[config.mk]
export PLATFORM = sky130hd
export DESIGN_NAME = executs_muldiv
export DESIGN_NICKNAME = d
export VERILOG_FILES = /design/src/rtl/muldiv_pkg.sv /design/src/rtl/muldiv_iter_step.sv /design/src/rtl/executs_muldiv.sv
export SDC_FILE = /design/constraint.sdc
export NUM_CORES = 1
export LEC_CHECK = 0
export ABC_CLOCK_PERIOD_IN_PS = 6250
export CAP_MARGIN = 20
export CELL_PAD_IN_SITES_DETAIL_PLACEMENT = 1
export CELL_PAD_IN_SITES_GLOBAL_PLACEMENT = 1
export CORE_ASPECT_RATIO = 0.5
export CORE_MARGIN = 4
export CORE_UTILIZATION = 40
export DETAILED_ROUTE_END_ITERATION = 8
export PLACE_DENSITY = 0.89
export RECOVER_POWER = 100
export SLEW_MARGIN = 10
export SYNTH_ARGS = -nofsm -noshare
export SYNTH_HDL_FRONTEND = slang
export SYNTH_SLANG_ARGS = --single-unit
[constraint.sdc]
create_clock -name clock -period 6.25 [get_ports clock]
set_clock_uncertainty 0.2 [all_clocks]
set_input_delay 1.25 -clock clock [delete_from_list [all_inputs] [get_ports clock]]
set_output_delay 1.25 -clock clock [all_outputs]
set_load 0.02 [all_outputs]
[src/rtl/muldiv_pkg.sv]
// Shared types and helpers for the multi-cycle multiply/divide unit.
package muldiv_pkg;

  // Operation codes presented by the control unit.
  typedef enum logic [2:0] {
    MD_MULT  = 3'd0,
    MD_MULTU = 3'd1,
    MD_DIV   = 3'd2,
    MD_DIVU  = 3'd3,
    MD_MTHI  = 3'd4,
    MD_MTLO  = 3'd5
  } md_op_e;

  // Sequencer states.
  typedef enum logic [1:0] {
    IDLE   = 2'd0,
    RUN    = 2'd1,
    FINISH = 2'd2
  } md_state_e;

  // Datapath step flavour.
  typedef enum logic {
    STEP_MUL = 1'b0,
    STEP_DIV = 1'b1
  } step_mode_e;

  localparam int DEF_WIDTH = 32;

  // Counter width able to hold WIDTH-1.
  function automatic int cnt_width(input int width);
    return (width > 2) ? $clog2(width) : 1;
  endfunction

  localparam int CNT_W = cnt_width(DEF_WIDTH);

endpackage

[src/rtl/muldiv_iter_step.sv]
// One iteration of the shared datapath: a shift-add multiply step or a
// restoring-divide step producing one quotient bit.
module muldiv_iter_step
  import muldiv_pkg::*;
#(
  parameter int WIDTH = 32
) (
  input  logic [WIDTH-1:0] acc_i,      // upper product half / partial remainder
  input  logic             shift_in_i, // multiplier LSB / next dividend bit
  input  logic [WIDTH-1:0] operand_i,  // multiplicand / divisor magnitude
  input  step_mode_e       mode_i,
  output logic [WIDTH-1:0] acc_o,
  output logic             bit_o       // product bit shifted out / quotient bit
);

  logic [WIDTH:0] sum;
  logic [WIDTH:0] shifted;

  // Compute both candidate updates and select by mode.
  // NOTE: every output gets a default first so no path leaves it unassigned (no latch).
  always_comb begin
    acc_o   = '0;
    bit_o   = 1'b0;
    sum     = {1'b0, acc_i} + (shift_in_i ? {1'b0, operand_i} : '0);
    shifted = {acc_i, shift_in_i};
    if (mode_i == STEP_MUL) begin
      acc_o = sum[WIDTH:1];
      bit_o = sum[0];
    end else if (shifted >= {1'b0, operand_i}) begin
      // The true difference is below the divisor, so WIDTH bits hold it exactly.
      acc_o = shifted[WIDTH-1:0] - operand_i;
      bit_o = 1'b1;
    end else begin
      acc_o = shifted[WIDTH-1:0];
      bit_o = 1'b0;
    end
  end

endmodule

[src/rtl/executs_muldiv.sv]
// Multi-cycle multiply/divide unit with architectural HI/LO registers.
// Works on operand magnitudes and fixes signs in FINISH.
module executs_muldiv
  import muldiv_pkg::*;
#(
  parameter int WIDTH     = 32,
  parameter int FAST_MULT = 0
) (
  input  logic             clock,
  input  logic             reset,
  input  logic             op_valid,
  input  logic [2:0]       op_code,
  input  logic [WIDTH-1:0] Read_data_1,
  input  logic [WIDTH-1:0] Read_data_2,
  input  logic             flush,
  output logic             op_ready,
  output logic             busy,
  output logic             done,
  output logic             div_by_zero,
  output logic [WIDTH-1:0] hi_out,
  output logic [WIDTH-1:0] lo_out
);

  localparam int CW = cnt_width(WIDTH);

  md_state_e        state_q, state_d;
  logic [CW-1:0]    cnt_q, cnt_d;
  logic [WIDTH-1:0] acc_q, acc_d;      // upper product half / remainder
  logic [WIDTH-1:0] shreg_q, shreg_d;  // multiplier / dividend -> quotient
  logic [WIDTH-1:0] opnd_q, opnd_d;    // multiplicand / divisor magnitude
  logic [WIDTH-1:0] hi_q, hi_d, lo_q, lo_d;
  logic             is_div_q, is_div_d;
  logic             neg_q, neg_d;          // negate product / quotient
  logic             rem_neg_q, rem_neg_d;  // negate remainder
  logic             dbz_q, dbz_d;          // divisor was zero
  logic             done_q, done_d;
  logic             dbz_flag_q, dbz_flag_d;

  logic               is_mul_op, is_div_op, is_signed_op, accept;
  logic               a_neg, b_neg;
  logic [WIDTH-1:0]   a_mag, b_mag;
  logic [2*WIDTH-1:0] fast_prod, product, prod_fix;

  step_mode_e       step_mode;
  logic             step_in, step_bit;
  logic [WIDTH-1:0] step_acc;

  assign op_ready    = (state_q == IDLE);
  assign busy        = (state_q != IDLE);
  assign done        = done_q;
  assign div_by_zero = dbz_flag_q;
  assign hi_out      = hi_q;
  assign lo_out      = lo_q;

  // Decode the request and form operand magnitudes and the sign-corrected product.
  always_comb begin
    is_mul_op    = (op_code == MD_MULT) || (op_code == MD_MULTU);
    is_div_op    = (op_code == MD_DIV)  || (op_code == MD_DIVU);
    is_signed_op = (op_code == MD_MULT) || (op_code == MD_DIV);
    accept       = op_valid && op_ready && !flush;
    a_neg        = is_signed_op && Read_data_1[WIDTH-1];
    b_neg        = is_signed_op && Read_data_2[WIDTH-1];
    a_mag        = a_neg ? -Read_data_1 : Read_data_1;
    b_mag        = b_neg ? -Read_data_2 : Read_data_2;
    fast_prod    = {{WIDTH{1'b0}}, a_mag} * {{WIDTH{1'b0}}, b_mag};
    product      = {acc_q, shreg_q};
    prod_fix     = neg_q ? -product : product;
    step_mode    = is_div_q ? STEP_DIV : STEP_MUL;
    step_in      = is_div_q ? shreg_q[WIDTH-1] : shreg_q[0];
  end

  muldiv_iter_step #(.WIDTH(WIDTH)) u_step (
    .acc_i      (acc_q),
    .shift_in_i (step_in),
    .operand_i  (opnd_q),
    .mode_i     (step_mode),
    .acc_o      (step_acc),
    .bit_o      (step_bit)
  );

  // Next-state and datapath updates for IDLE -> RUN -> FINISH -> IDLE.
  always_comb begin
    state_d    = state_q;
    cnt_d      = cnt_q;
    acc_d      = acc_q;
    shreg_d    = shreg_q;
    opnd_d     = opnd_q;
    is_div_d   = is_div_q;
    neg_d      = neg_q;
    rem_neg_d  = rem_neg_q;
    dbz_d      = dbz_q;
    hi_d       = hi_q;
    lo_d       = lo_q;
    done_d     = 1'b0;
    dbz_flag_d = 1'b0;

    case (state_q)
      IDLE: begin
        if (accept) begin
          if (op_code == MD_MTHI) begin
            hi_d = Read_data_1;
          end else if (op_code == MD_MTLO) begin
            lo_d = Read_data_1;
          end else if (is_mul_op || is_div_op) begin
            acc_d     = '0;
            shreg_d   = a_mag;
            opnd_d    = b_mag;
            is_div_d  = is_div_op;
            neg_d     = a_neg ^ b_neg;
            rem_neg_d = a_neg;
            dbz_d     = is_div_op && (Read_data_2 == '0);
            cnt_d     = CW'(WIDTH - 1);
            state_d   = RUN;
            if ((FAST_MULT != 0) && is_mul_op) begin
              {acc_d, shreg_d} = fast_prod;
              state_d          = FINISH;
            end
          end
        end
      end
      RUN: begin
        acc_d   = step_acc;
        shreg_d = is_div_q ? {shreg_q[WIDTH-2:0], step_bit}
                           : {step_bit, shreg_q[WIDTH-1:1]};
        if (cnt_q == '0) state_d = FINISH;
        else             cnt_d   = cnt_q - CW'(1);
      end
      FINISH: begin
        state_d    = IDLE;
        done_d     = 1'b1;
        dbz_flag_d = dbz_q;
        if (is_div_q) begin
          // A zero divisor leaves the dividend in the remainder path; LO is forced.
          lo_d = dbz_q ? '1 : (neg_q ? -shreg_q : shreg_q);
          hi_d = rem_neg_q ? -acc_q : acc_q;
        end else begin
          hi_d = prod_fix[2*WIDTH-1:WIDTH];
          lo_d = prod_fix[WIDTH-1:0];
        end
      end
      default: state_d = IDLE;
    endcase

    // An abort discards the in-flight op without touching HI/LO.
    if (flush && (state_q != IDLE)) begin
      state_d    = IDLE;
      done_d     = 1'b0;
      dbz_flag_d = 1'b0;
      hi_d       = hi_q;
      lo_d       = lo_q;
    end
  end

  // State and datapath registers, cleared asynchronously.
  // NOTE: sequential state uses non-blocking assignments so all registers update together.
  always_ff @(posedge clock or posedge reset) begin
    if (reset) begin
      state_q    <= IDLE;
      cnt_q      <= '0;
      acc_q      <= '0;
      shreg_q    <= '0;
      opnd_q     <= '0;
      hi_q       <= '0;
      lo_q       <= '0;
      is_div_q   <= 1'b0;
      neg_q      <= 1'b0;
      rem_neg_q  <= 1'b0;
      dbz_q      <= 1'b0;
      done_q     <= 1'b0;
      dbz_flag_q <= 1'b0;
    end else begin
      state_q    <= state_d;
      cnt_q      <= cnt_d;
      acc_q      <= acc_d;
      shreg_q    <= shreg_d;
      opnd_q     <= opnd_d;
      hi_q       <= hi_d;
      lo_q       <= lo_d;
      is_div_q   <= is_div_d;
      neg_q      <= neg_d;
      rem_neg_q  <= rem_neg_d;
      dbz_q      <= dbz_d;
      done_q     <= done_d;
      dbz_flag_q <= dbz_flag_d;
    end
  end

endmodule

==> flow_summary.json <==
{
  "p_per_area_mw_per_mm2": 475,
  "viasPerCell": 6.08,
  "holdBufCountCts": 0,
  "layout_common_cells": "nand2_1 (270), o21ai_0 (243), dfrtp_1 (172)",
  "cap_violations": 6,
  "yosysTopAreaCell": "dfrtp_1",
  "wl_per_cell_um": 22.3,
  "syn_nets": 2003,
  "nFillCells": 4311,
  "cts_buffer_depth": 2,
  "grt_pass1_vias": 15152,
  "worstReg2RegStart": "is_div_q",
  "root_buffer": "clkbuf_16",
  "grt_util_met2_pct": 45.4,
  "min_period_ns": 5.37,
  "arrival_ns": 5.52,
  "p_leak_nw": 7.15,
  "ff2ff_path_depth": 17,
  "hpwl_mm": 39.4,
  "syn-cell-area_mm2": 0.0144,
  "gp_congestion": 0.987,
  "fin_nets": 2067,
  "path_class": "reg -> reg",
  "use_met3_pct": 4.33,
  "final_common_cell": "nand2_1",
  "fin_ws_ns": 0.878,
  "worstPathMaxFanout": 31,
  "pre_cts_ws_ns": 1.50,
  "dieArea_mm2": 0.0392,
  "grt_max_degree": 112,
  "min_period_over_period_pct": 85.9,
  "grt.overflow.total": 0,
  "outcome": "finished, violations left",
  "multi_input_area_mm2": 0.00934,
  "cts.reportedPaths.clkPinSlew_ns": 0.08,
  "switching_power_mw": 3.95,
  "clock-sinks": 173,
  "cts_setup_buffers": 0,
  "grt_pass1_wl_mm": 85.3,
  "ys_types": 71,
  "synth_cells": 1859,
  "ioPinCount": 139,
  "drt_first_pass_iters": 7,
  "end_kind": "flip-flop",
  "initial_core_util_pct": 41.1,
  "seqCellArea_mm2": 0.00433,
  "yosys_warnings": 0,
  "grt_busiest_layer": "met2",
  "cp.required_ns": 6.40,
  "ys_seq_area_share_pct": 30.1,
  "synth_seq_cells": 173,
  "worstHoldPathCells": 2,
  "setup_tns_ns": 0,
  "finalSetupViolations": 0,
  "vias": 14662,
  "area_growth_pct": 16.2,
  "fmax_mhz": 186,
  "routed_wl_mm": 53.9,
  "die_w_um": 276,
  "worst_pin_slew_ns": 3.29,
  "dominantRegCellSynth": "dfrtp_1",
  "power_frac_seq_pct": 26.6,
  "antenna_found_initial": 0,
  "synth_top_area_share_pct": 30.1,
  "portBuffers": 138,
  "internal_power_mw": 3.98,
  "synth_area_leaders": "dfrtp_1 (30%), o21ai_0 (8.0%), nand2_1 (7.1%)",
  "core_area_mm2": 0.0350,
  "violations": "max-capacitance violations, max-slew violations",
  "async_reset_ff_share_pct": 100,
  "hold_viol": 0,
  "finalMaxSlewViolations": 311,
  "clk_latency_ns": 0.48,
  "max-slew-margin-rel_pct": -120,
  "drive_gt1_share_pct": 3.77,
  "rsz0062_at_grt": "false",
  "cts_tree": "built",
  "setup.worst_path.end": "acc_q[31]",
  "critPathLaunch": "is_div_q",
  "min_path_type": "reg -> reg",
  "r2r_setup_slack_ns": 0.88,
  "die_h_um": 142,
  "drc_errors": 0,
  "antenna_left": 0,
  "drtIter0Drc": 1356,
  "synth_edf_count": 0,
  "gr-usage-all-layers_pct": 27.4,
  "post_cts_resized": 0,
  "r2r-end": "acc_q[31]",
  "ir_drop_mv": 0.256,
  "htreeDepth": 4,
  "cts_buffers": 17,
  "synth.avg_cell_area_um2": 7.73,
  "met1_usage_pct": 36.1,
  "swShare_pct": 49.8,
  "critPathLaunchType": "flip-flop",
  "power_frac_clock_pct": 15.1,
  "combPwrFrac_pct": 58.3,
  "rows": 48
}
## cells by family after synthesis
group	synth area share, %
muxes	3.28
AOI/OAI and AO/OA	24.9
xor gates and xnor gates	10.4
and+or+nand+nor	20.0
DFF	30.1
adders and majority gates	6.46
buffers and inverters	4.81
## synth_stat cells (15+ instances only)
| cell type | n |
|---|---|
| o31ai_1 | 32 |
| nor3_1 | 42 |
| clkbuf_1 | 97 |
| o211ai_1 | 15 |
| nand2_1 | 270 |
| o21ai_0 | 231 |
| a21oi_1 | 103 |
| o21ai_1 | 24 |
| nand2b_1 | 20 |
| dfrtp_1 | 173 |
| xor2_1 | 60 |
| mux2i_1 | 47 |
| a31oi_1 | 20 |
| a21o_1 | 26 |
| ha_1 | 71 |
| nand3_1 | 31 |
| or3_1 | 26 |
| nor2b_1 | 15 |
| xnor2_1 | 110 |
| o22ai_1 | 32 |
| nor2_1 | 140 |
| inv_1 | 65 |
## power by group through the flow
stage / clock, mW / sequential [mW] / combinational (mW)
after global placement: 0 / 2.08 / 4.42
after detailed placement: 0 / 2.10 / 4.56
after CTS: 1.21 / 2.09 / 4.63
after floorplan: 0 / 2.03 / 3.06
after global routing: 1.25 / 2.16 / 5.04
final: 1.20 / 2.11 / 4.62
## cell type report
type,instances,share of cell area (%)
multi-input combinational,1508,56.0
sequential,173,26.0
timing repair buffer,158,9.23
tap,475,3.56
clock buffer,19,2.71
inverter,65,1.47
clock inverter,13,1.09
antenna,1,0.0150
## critical path, stage by stage, from the launching register on
cell,delay (ns)
dfrtp_4,0.73
mux2i_1,0.41
clkbuf_2,0.69
inv_1,0.18
ha_1,0.23
ha_1,0.20
inv_1,0.07
fa_1,0.18
nor2b_1,0.07
o21ai_0,0.22
a21boi_0,0.20
o31ai_1,0.31
nand2_1,0.27
o2111ai_1,0.29
nand3_1,0.29
a21bo_1,0.30
a221oi_1,0.29
o31ai_1,0.11
## flip-flops by register name, summed over array words and instances, names as in the netlist
register,flops
acc_q,32
hi_out,32
lo_out,32
opnd_q,32
shreg_q,32
cnt_q,5
state_q,2
dbz_q,1
div_by_zero,1
done,1
is_div_q,1
neg_q,1
rem_neg_q,1
## worst min path at each step
stage               startpoint  slack, ns         end
global placement     lo_out[6]       0.26   lo_out[6]
floorplan           opnd_q[10]       0.25  opnd_q[10]
global route        lo_out[14]       0.30  lo_out[14]
finish              lo_out[13]       0.28  lo_out[13]
CTS                  lo_out[6]       0.29   lo_out[6]
detailed placement   lo_out[6]       0.27   lo_out[6]
## stage by stage
stage / util [%] / cell area, µm² / power [mW] / std cells / hold WS [ns]
6_report: 47.8 / 16700 / 7.93 / 2412 / 0.275
5_1_grt: 47.8 / 16700 / 8.45 / 2411 / 0.299
4_1_cts: 47.9 / 16700 / 7.93 / 2409 / 0.285
3_3_place_gp: 46.1 / 16100 / 6.50 / 2377 / 0.262
3_5_place_dp: 46.1 / 16100 / 6.67 / 2377 / 0.269
2_1_floorplan: - / 14400 / 5.09 / 1859 / 0.250
## metal layers
metal / share of wire (%) / routed length (µm)
met1: 44 / 23600
met2: 47 / 25500
met3: 5.5 / 2970
met4: 3.4 / 1850
met5: 0 / 0
No activity file was read; power rests on OpenSTA's default activity.
